## config.mk

```make
export PLATFORM = sky130hd
export DESIGN_NAME = cordic_mmio_ctrl
export DESIGN_NICKNAME = d
export VERILOG_FILES = /design/src/rtl/cordic_mmio_ctrl.sv
export SDC_FILE = /design/constraint.sdc
export NUM_CORES = 1
export LEC_CHECK = 0
export ABC_AREA = 1
export CAP_MARGIN = 10
export CORE_MARGIN = 4
export CORE_UTILIZATION = 48
export CTS_BUF_LIST = sky130_fd_sc_hd__clkbuf_16
export DETAILED_ROUTE_END_ITERATION = 16
export PLACE_DENSITY = 0.81
export SYNTH_ARGS = -nofsm -noshare
export SYNTH_HDL_FRONTEND = slang
export SYNTH_SLANG_ARGS = --single-unit
```

## constraint.sdc

```tcl
create_clock -name clk -period 2.7 [get_ports clk]
set_input_delay 0.675 -clock clk [delete_from_list [all_inputs] [get_ports clk]]
set_output_delay 0.675 -clock clk [all_outputs]
set_load 0.01 [all_outputs]
```

## src/rtl/cordic_mmio_ctrl.sv

```systemverilog
// cordic_mmio_ctrl: bus-mapped sequencer that launches the CORDIC core and captures its results
//
// Ports:
//   clk, reset                  single clock, synchronous active-high reset
//   mem_valid/addr/wdata/wstrb  PicoRV32 native-bus request (held until mem_ready)
//   mem_ready, mem_rdata        one-cycle acknowledge and read data (0 when not acknowledging)
//   sel                         combinational address-window hit for the interconnect read mux
//   core_start, core_angle      launch pulse and Q16.16 angle, angle held stable through WAIT
//   core_done, core_cos/sin     completion pulse and Q16.16 results
// Build option: CORDIC_CTRL_AUTOSTART_EN makes an idle INPUT_DATA write also launch the core.
module cordic_mmio_ctrl #(
    parameter logic [31:0] BASE_ADDR = 32'hF000_0000,
    parameter int          TIMEOUT   = 256
) (
    input  logic        clk,
    input  logic        reset,
    input  logic        mem_valid,
    input  logic [31:0] mem_addr,
    input  logic [31:0] mem_wdata,
    input  logic [3:0]  mem_wstrb,
    output logic        mem_ready,
    output logic [31:0] mem_rdata,
    output logic        sel,
    output logic        core_start,
    output logic [31:0] core_angle,
    input  logic        core_done,
    input  logic [31:0] core_cos,
    input  logic [31:0] core_sin
);
    typedef enum logic [1:0] {ST_IDLE, ST_LAUNCH, ST_WAIT} state_t;

    state_t      state, state_n;
    logic [31:0] input_data, cos_q, sin_q, angle_sel, rd_mux;
    logic [15:0] cnt;
    logic [7:0]  off;
    logic        done, ovr, range_err, timeout;
    logic        busy, wr, w1c, ctrl_start, in_wr, start_req, in_range, is_res, acc;
    logic        cap, abort, timed_out;

    assign sel        = mem_addr[31:8] == BASE_ADDR[31:8];
    assign off        = mem_addr[7:0];
    assign busy       = state != ST_IDLE;
    // The CPU holds the request through the acknowledge cycle, so writes commit there;
    // this places a CTRL.start launch exactly one cycle after the acknowledge.
    assign wr         = mem_ready & mem_valid & sel & |mem_wstrb;
    assign w1c        = wr & (off == 8'h04);
    assign ctrl_start = wr & (off == 8'h00) & mem_wdata[0];
    assign in_wr      = wr & (off == 8'h18);
`ifdef CORDIC_CTRL_AUTOSTART_EN
    assign start_req  = ctrl_start | in_wr;
    assign angle_sel  = in_wr ? mem_wdata : input_data;
`else
    assign start_req  = ctrl_start;
    assign angle_sel  = input_data;
`endif
    assign in_range   = $signed(angle_sel) >= $signed(32'hFFA6_0000) && $signed(angle_sel) <= $signed(32'h005A_0000);
    assign timed_out  = cnt == 16'(TIMEOUT);
    assign cap        = (state == ST_WAIT) & core_done;
    assign abort      = (state == ST_WAIT) & ~core_done & timed_out;
    assign is_res     = ~|mem_wstrb & ((off == 8'h1C) | (off == 8'h20));
    // Result reads stall until the sequencer is about to be idle, so they ack with fresh data.
    assign acc        = ~mem_ready & mem_valid & sel & ~(is_res & (state_n != ST_IDLE));
    assign mem_rdata  = mem_ready ? rd_mux : 32'h0;

    always_comb begin
        state_n    = state;
        core_start = 1'b0;
        case (state)
            ST_IDLE:   state_n = (start_req && in_range) ? ST_LAUNCH : ST_IDLE;
            ST_LAUNCH: begin
                state_n    = ST_WAIT;
                core_start = 1'b1;
            end
            ST_WAIT:   state_n = (core_done || timed_out) ? ST_IDLE : ST_WAIT;
            default:   state_n = ST_IDLE;
        endcase
    end

    always_comb begin
        rd_mux = 32'h0;
        case (off)
            8'h04:   rd_mux = {27'd0, timeout, range_err, ovr, done, busy};
            8'h18:   rd_mux = input_data;
            8'h1C:   rd_mux = cos_q;
            8'h20:   rd_mux = sin_q;
            default: rd_mux = 32'h0;
        endcase
    end

    always_ff @(posedge clk) begin
        if (reset) begin
            state      <= ST_IDLE;
            mem_ready  <= 1'b0;
            core_angle <= 32'h0;
            input_data <= 32'h0;
            cos_q      <= 32'h0;
            sin_q      <= 32'h0;
            cnt        <= 16'h0;
            done       <= 1'b0;
            ovr        <= 1'b0;
            range_err  <= 1'b0;
            timeout    <= 1'b0;
        end else begin
            state     <= state_n;
            mem_ready <= acc;
            cnt       <= state == ST_LAUNCH ? 16'd1 : state == ST_WAIT ? cnt + 16'd1 : 16'd0;
            if (in_wr && !busy)
                input_data <= mem_wdata;
            if (state == ST_IDLE && state_n == ST_LAUNCH)
                core_angle <= angle_sel;
            if (cap) begin
                cos_q <= core_cos;
                sin_q <= core_sin;
            end else if (abort) begin
                cos_q <= 32'hDEAD_BEEF;
                sin_q <= 32'hDEAD_BEEF;
            end
            // Hardware sets take priority over a same-cycle W1C.
            done      <= cap | (done & (state != ST_LAUNCH) & ~(w1c & mem_wdata[1]));
            ovr       <= (busy & (ctrl_start | in_wr)) | (ovr & ~(w1c & mem_wdata[2]));
            range_err <= (~busy & start_req & ~in_range) | (range_err & ~(w1c & mem_wdata[3]));
            timeout   <= abort | (timeout & ~(w1c & mem_wdata[4]));
        end
    end
endmodule

```

==> Word level (Yosys, flattened, before mapping) <==
Cells that the tools add are included.
{ "op_classes": {"add_sub_neg": 1, "magnitude_cmp": 2, "n_eq_ne": 10, "mux": 11, "bitwise": 43, "n_reduce_logical": 14} }
{ "op_table": {"columns": ["op", "n"], "rows": [
  ["$mux W32", 4],
  ["$pmux W32 S4", 1],
  ["$ge A32 B24 Y1 const B", 1],
  ["$le A32 B24 Y1 const B", 1],
  ["$and A1 B1 Y1", 27],
  ["$eq A24 B24 Y1 const B", 1],
  ["$add A16 B1 Y16 const B", 1],
  ["$eq A16 B9 Y1 const B", 1],
  ["$eq A8 B5 Y1 const B", 2],
  ["$not A1 Y1", 10],
  ["$eq A8 B3 Y1 const B", 1],
  ["$eq A8 B6 Y1 const B", 1],
  ["$logic_not A8 Y1", 1],
  ["$or A1 B1 Y1", 6],
  ["$pmux W2 S3", 1],
  ["$reduce_bool A2 Y1", 3],
  ["$eq A2 B1 Y1 const B", 2],
  ["$logic_and A1 B1 Y1", 4],
  ["$mux W1", 4],
  ["$reduce_or A4 Y1", 1],
  ["$reduce_or A3 Y1", 1],
  ["$eq A2 B2 Y1 const B", 1],
  ["$logic_not A1 Y1", 2],
  ["$logic_not A2 Y1", 1],
  ["3 further kinds", 3]
]} }
{ "totals": {"regBits": 151, "out_inout_bits": 67, "wordCells": 93} }

==> Longest topological paths before layout <==
Gate-level depths: netlist (run 1).
{ "depth": {"depth_word": 12, "depth_mapped": 13} }

==> Worst setup path before layout (run 1) <==
No wires, ideal clock.
{ "synth_path": {"kind": "input-to-output", "start": "input mem_addr[7]", "end": "output mem_rdata[22]", "arrival_time_ps": 1800, "required_ps": 2025, "setup_slack_ps": 225, "cell_stages": 8, "path_cell_list": "nor2_1 > inv_1 > nor3_2 > nand2_1 > nand4_1 > nand2_1 > clkbuf_1 > a31oi_1"} }
{ "synth_via": {"elab_chain_cells": 3} }
{ "synth_lines": {"columns": ["item", "line_no", "rtl"], "rows": [
  ["from (decl)", "18", "input logic [31:0] mem_addr,"],
  ["$eq A8 B6 Y1, or another cell as far along", "81", "case (off)"],
  ["$pmux W32 S4 (*)", "81", null],
  ["$mux W32 (*)", "63", "assign mem_rdata = mem_ready ? rd_mux : 32'h0;"],
  ["to (decl)", "22", "output logic [31:0] mem_rdata,"]
]} }
Mark *: on every way between the ends. The rest lies on a longest branch, timed or not.

==> Worst setup path in the final report (run 1) <==
{ "layout_path": {"start": "input mem_addr[6]", "end": "output mem_rdata[19]"} }
Same word-level chain as after synthesis.

==> results of run 1 <==
==> area by class of cell <==
| type | instances | area (sq um) | area share, % |
|---|---|---|---|
| antenna | 1 | 2.50 | 0.0234 |
| clock buffer | 17 | 425 | 3.98 |
| clock inverter | 15 | 179 | 1.67 |
| inverter | 112 | 433 | 4.05 |
| multi-input combinational | 718 | 3640 | 34.0 |
| sequential | 151 | 3020 | 28.3 |
| tap | 180 | 225 | 2.11 |
| timing repair buffer | 275 | 2760 | 25.9 |
==> what timing repair did <==
item                       in CTS  in global routing
resized for setup             231                 51
pin swaps                      24                 19
hold buffers                    0                  0
setup endpoints to repair      33                 32
setup buffers                  10                  6
cloned                          4                  1
==> critical path, cell delays in order <==
cell	delay, ns
buf_6	0.10
nor2_4	0.12
inv_2	0.07
nor3_2	0.21
nand2_4	0.11
inv_4	0.09
buf_12	0.13
buf_12	0.12
nand2_2	0.07
o211ai_1	0.11
nand2_1	0.12
inv_1	0.07
buf_2	0.12
==> worst paths after layout <==
check                                  start                           to  slack, ns  depth (start not counted)
hold / removal        sin_q[15]$_SDFFE_PP0P_       sin_q[15]$_SDFFE_PP0P_       0.47                          2
setup / recovery                 mem_addr[6]                mem_rdata[19]      -0.09                         13
hold reg to reg       sin_q[15]$_SDFFE_PP0P_       sin_q[15]$_SDFFE_PP0P_       0.47                          2
setup reg to reg  angle_sel[22]$_SDFFE_PP0P_  core_angle[31]$_SDFFE_PP0P_       0.69                         12
==> synthesized netlist by cell type (2+ instances only) <==
cell type,instances,area share [%]
nand2_1,238,13
nor2_1,166,8.9
dfxtp_1,151,43
inv_1,107,5.7
a21oi_1,73,5.2
o21ai_0,60,4.3
nand3_1,56,4.0
a31oi_1,34,3.0
clkbuf_1,34,1.8
nor2_2,24,2.1
o21ai_1,15,1.1
buf_2,13,0.93
o211ai_1,12,1.3
nand4_1,11,0.98
nor3_1,10,0.72
buf_1,5,0.27
inv_2,4,0.21
a41oi_1,3,0.38
a22o_1,2,0.25
buf_8,2,0.43
ha_1,2,0.36
nor2_4,2,0.32
==> through the flow <==
step | TNS, ns | cells
CTS | -2.15 | 1461
finish | -0.942 | 1469
detailed placement | -29.22 | 1415
global placement | -26.86 | 1415
global route | -2.09 | 1469
floorplan | 0 | 1036
==> sequential cells by signal, summed over array words and instances (netlist names) <==
signal	count
sin_q	32
done	1
angle_sel	32
ovr	1
state	2
mem_ready	1
cnt	16
cos_q	32
core_angle	32
range_err	1
timeout	1
==> per-layer routing <==
metal / vias to the layer above / global-route usage, % / routed length [microns]
met5: - / 0 / 0
met4: 0 / 11.6 / 860
met3: 65 / 5.94 / 1940
met2: 356 / 44.7 / 11200
met1: 3631 / 34.5 / 9770
li1: 3823 / - / -
==> cells by family (layout without fill, tap and decap cells) <==
| group | Yosys count | after routing | share of synthesized area [%] |
|---|---|---|---|
| AOI/OAI and AO/OA | 200 | 200 | 15.6 |
| xor gates and xnor gates | 1 | 1 | 0.125 |
| adders and majority gates | 2 | 2 | 0.358 |
| buffers and inverters | 167 | 419 | 9.66 |
| DFF | 151 | 151 | 43.2 |
| other | 0 | 1 | 0 |
| and+or+nand+nor | 515 | 515 | 31.0 |
==> power groups by stage <==
stage	Combinational [mW]	Sequential, mW	Clock, mW
floorplan	0.0712	2.28	0
global placement	0.299	2.28	0
detailed placement	0.301	2.28	0
CTS	0.311	2.23	2.45
global route	0.341	2.23	2.57
finish	0.320	2.23	2.43
==> results.py, run 1 <==
metrics = {
    "run_status": {
        "outcome": "finished, violations left",
        "violations": "negative setup slack",
    },
    "layout": {
        "final_common_cell": "nand2_1",
        "final_cell_mix": "nand2_1, nor2_1, clkdlybuf4s50_1, dfxtp_1, inv_1",
        "syn2layout_area_growth_pct": 52.8,
        "post-route-util_pct": 75.8,
        "final_area_sq_mm": 0.0107,
        "fillCellCount": 1038,
        "fin_nets": 1413,
        "layout-drive-gt1-share_pct": 18.6,
    },
    "clock_network": {
        "clockBufferDepth": 2,
        "clock-sinks": 151,
        "clockRootBuffer": "clkbuf_16",
        "numCtsBuffers": 17,
        "clk_pin_slew_ns": 0.06,
        "clock_latency_ns": 0.42,
        "h-tree-depth": 4,
        "cts_tree": "built",
    },
    "power": {
        "switching_power_mw": 1.09,
        "intPower_mw": 3.90,
        "power_density_mw_per_mm2": 466,
        "p_clk_share_pct": 48.9,
        "p_seq_share_pct": 44.7,
        "switching_share_pct": 21.8,
        "power_mw": 4.98,
        "pwr-share-comb_pct": 6.4,
        "power.leakage_nw": 4.35,
        "ir_worst_vdd_uv": 550,
    },
    "synthesis": {
        "seq_area_frac_synth_pct": 43.2,
        "synthArstFlopShare_pct": 0,
        "synthCells": 1036,
        "ys_warn_count": 0,
        "synth_edf_count": 0,
        "syn-num-nets": 1174,
        "synth_area_per_cell_sq_um": 6.75,
        "syn-cell-area_sq_mm": 0.00700,
        "synth_seq_cells": 151,
        "synth_cell_type_count": 34,
        "ys.flop_type": "dfxtp_1",
    },
    "die": {
        "core_area_sq_mm": 0.0141,
        "die_area_sq_mm": 0.0166,
        "start_util_pct": 49.6,
        "boundaryPins": 203,
        "die_h_microns": 129,
        "die_width_microns": 129,
        "std_cell_rows": 43,
    },
    "critical_path": {
        "worstPathRequired_ns": 2.03,
        "critPathLaunchType": "input pin",
        "cp_max_fo": 7,
        "crit_type": "input pin to output pin",
        "end_kind": "output pin",
        "worstPathArrival_ns": 2.11,
    },
    "sta": {
        "slew-limit-headroom_pct": 60.3,
        "rsz0062_at_grt": "yes",
        "whs_ns": 0.465,
        "max_freq_ghz": 0.359,
        "period_needed_ns": 2.79,
        "finalHoldViolCount": 0,
        "drv_slew": 0,
        "tightest_slew_ns": 0.593,
        "finalClockSkew_ns": 0.00612,
        "setup_ws_ns": -0.0885,
        "period_share_pct": 103,
        "setup_viol": 22,
    },
    "global_route": {
        "grtUsageTotal_pct": 27.2,
        "grt_pass1_vias": 7312,
        "grt_max_degree": 59,
        "grt_overflow": 0,
        "grt_pass1_wl_mm": 35.6,
        "antenna_found_initial": 1,
    },
    "drt": {
        "first_pass_iters": 6,
        "routed_wl_mm": 23.8,
        "final_antenna_net_count": 0,
        "wl_per_cell_microns": 16.2,
        "vias": 7875,
        "routed_via_density": 5.36,
        "drtIter0Drc": 792,
        "drc": 0,
    },
    "place": {
        "gp_congestion": 0.878,
        "dp_slack_ns": -0.911,
        "place_hpwl_mm": 16.6,
        "port_buffers": 202,
        "dpl-instance-area_sq_mm": 0.00955,
    },
    "job": {
        "maxCapViolCount": 0,
    },
    "worst_hold_path": {
        "hold_path.class": "flop to flop",
    },
}
Note: power is estimated with default switching activity, not from simulation.
==> run 2, diff against run 1 <==
SKIP_CTS_REPAIR_TIMING = 1   (was not set)
==> run 2 against run 1 <==
  * The flow still finishes with violations (negative setup slack)
  * First-iteration DRC count grew 0.38%
  * Non-clock buffer count shrank 9
  * Worst hold slack gained 0.0014 ns
  * Routed wire length shrank 1.7%
  * Fmax shrank 2.7%
  * Clock-buffer cell count is the same
  * Core utilization shrank 0.87 points
  * Sequential cell count is the same
  * Register-to-register slack lost 0.03 ns
  * Largest power group unchanged
==> results.py, run 2 (synthesis results as in run 1) <==
metrics = {
    "run_status": {
        "violations": "negative setup slack",
        "outcome": "finished, violations left",
    },
    "die": {
        "start_util_pct": 49.6,
        "die_h_microns": 129,
        "boundaryPins": 203,
        "std_cell_rows": 43,
        "die_width_microns": 129,
        "die_area_sq_mm": 0.0166,
        "core_area_sq_mm": 0.0141,
    },
    "critical_path": {
        "critPathSlowestCell": "nor3_2",
        "cp_common_cell": "nand2_2",
        "end_kind": "output pin",
        "crit_chain": "dlymetal6s2s_1 > inv_1 > nor3_2 > nand2_2 > buf_4 > nand4_1 > nand2_2 > clkbuf_16 > a31oi_4 > buf_2",
        "crit_type": "input pin to output pin",
        "cp_max_fo": 7,
        "slowest_delay_ns": 0.24,
        "critPathLaunchType": "input pin",
        "worstPathRequired_ns": 2.03,
        "worstPathArrival_ns": 2.19,
    },
    "layout": {
        "post-route-util_pct": 75.0,
        "final_cells": 1462,
        "final_common_cell": "nand2_1",
        "fin_nets": 1404,
        "final_cell_mix": "nand2_1, nor2_1, clkdlybuf4s50_1, dfxtp_1, inv_1",
        "layout-drive-gt1-share_pct": 17.0,
        "syn2layout_area_growth_pct": 51.1,
    },
    "clock_network": {
        "cts_tree": "built",
        "numCtsBuffers": 17,
        "h-tree-depth": 4,
        "clockBufferDepth": 2,
        "clockRootBuffer": "clkbuf_16",
        "clock-sinks": 151,
        "clock_latency_ns": 0.43,
        "clk_pin_slew_ns": 0.06,
    },
    "drt": {
        "drtIter0Drc": 795,
        "first_pass_iters": 5,
        "drc": 0,
        "final_antenna_net_count": 0,
        "vias": 7826,
        "wl_per_cell_microns": 16.0,
        "routed_wl_mm": 23.4,
        "routed_via_density": 5.35,
    },
    "sta": {
        "rsz0062_at_grt": "yes",
        "slew-limit-headroom_pct": 62.1,
        "drv_slew": 0,
        "setup_tns_ns": -2.40,
        "tightest_slew_ns": 0.564,
        "setup_viol": 28,
        "whs_ns": 0.466,
        "period_needed_ns": 2.87,
        "finalClockSkew_ns": 0.00743,
        "max_freq_ghz": 0.349,
        "period_share_pct": 106,
        "finalHoldViolCount": 0,
        "setup_ws_ns": -0.167,
    },
    "global_route": {
        "grt_max_degree": 59,
        "grtUsageTotal_pct": 26.1,
        "grt_pass1_vias": 7030,
        "grt_pass1_wl_mm": 34.4,
        "antenna_found_initial": 2,
        "grt_overflow": 0,
    },
    "power": {
        "p_seq_share_pct": 44.7,
        "power_density_mw_per_mm2": 472,
        "intPower_mw": 3.89,
        "pwr-share-comb_pct": 6.4,
        "p_clk_share_pct": 49.0,
        "power.leakage_nw": 4.32,
        "switching_share_pct": 21.9,
        "switching_power_mw": 1.09,
        "ir_worst_vdd_uv": 549,
    },
    "place": {
        "dp_slack_ns": -0.911,
        "place_hpwl_mm": 16.6,
        "port_buffers": 202,
        "placed_cells": 1415,
        "gp_congestion": 0.878,
    },
    "worst_hold_path": {
        "hold_path.class": "flop to flop",
    },
    "job": {
        "maxCapViolCount": 0,
    },
}
## run 2: cell count changes in the layout (fill, tap and decap cells not counted), moves of 3 or more
| cell | delta |
|---|---|
| dlymetal6s2s_1 | +5 |
| a21oi_1 | +3 |
| inv_2 | +3 |
| nand2_1 | +3 |
| a21oi_2 | -3 |
| buf_2 | -3 |
| nand2_2 | -3 |
| o21ai_2 | -4 |
| o21ai_1 | +5 |
| buf_6 | -8 |
## run 2: power by group through the flow
stage,Combinational [mW],Sequential (mW),Clock [mW]
floorplan,0.0712,2.28,0
global placement,0.299,2.28,0
detailed placement,0.301,2.28,0
CTS,0.303,2.23,2.45
global route,0.341,2.23,2.57
finish,0.318,2.23,2.44
## run 2: area by class of cell
cell class / count / area, sq um
Inverter: 112 / 428
Clock inverter: 15 / 179
Sequential cell: 151 / 3020
Clock buffer: 17 / 425
Timing Repair Buffer: 266 / 2680
Tap cell: 180 / 225
Fill cell: 1074 / 3530
Multi-Input combinational cell: 718 / 3600
Antenna cell: 3 / 7.51
## run 2: final timing paths
check,endpoint,startpoint,cells past startpoint,slack (ns)
setup / recovery,mem_rdata[30],mem_addr[5],10,-0.17
hold / removal,sin_q[9]$_SDFFE_PP0P_,sin_q[9]$_SDFFE_PP0P_,2,0.47
setup reg to reg,core_angle[31]$_SDFFE_PP0P_,angle_sel[22]$_SDFFE_PP0P_,12,0.66
hold reg to reg,sin_q[9]$_SDFFE_PP0P_,sin_q[9]$_SDFFE_PP0P_,2,0.47
## run 2: layer usage
| metal | track usage, % | vias up | wire (microns) |
|---|---|---|---|
| li1 | - | 3804 | - |
| met2 | 43.1 | 364 | 11200 |
| met4 | 8.77 | 0 | 645 |
| met5 | 0 | - | 0 |
| met1 | 34.2 | 3606 | 9400 |
| met3 | 5.40 | 52 | 2120 |
## run 2: critical path: cells and delay by family
family	cells	cell delay (ns)
buffers and inverters	5	0.77
and+or+nand+nor	4	0.59
AOI/OAI and AO/OA	1	0.15
## run 2: stage by stage
stage	area (sq um)	power, mW
floorplan	7000	2.35
global placement	9550	2.58
detailed placement	9550	2.58
CTS	10200	4.98
global route	10600	5.14
finish	10600	4.99
==> run 3, diff against run 2 <==
CTS_CLUSTER_DIAMETER = 200   (was not set)
==> results of run 3 <==
Final layout, timing and power as in run 2 (identical DEF).
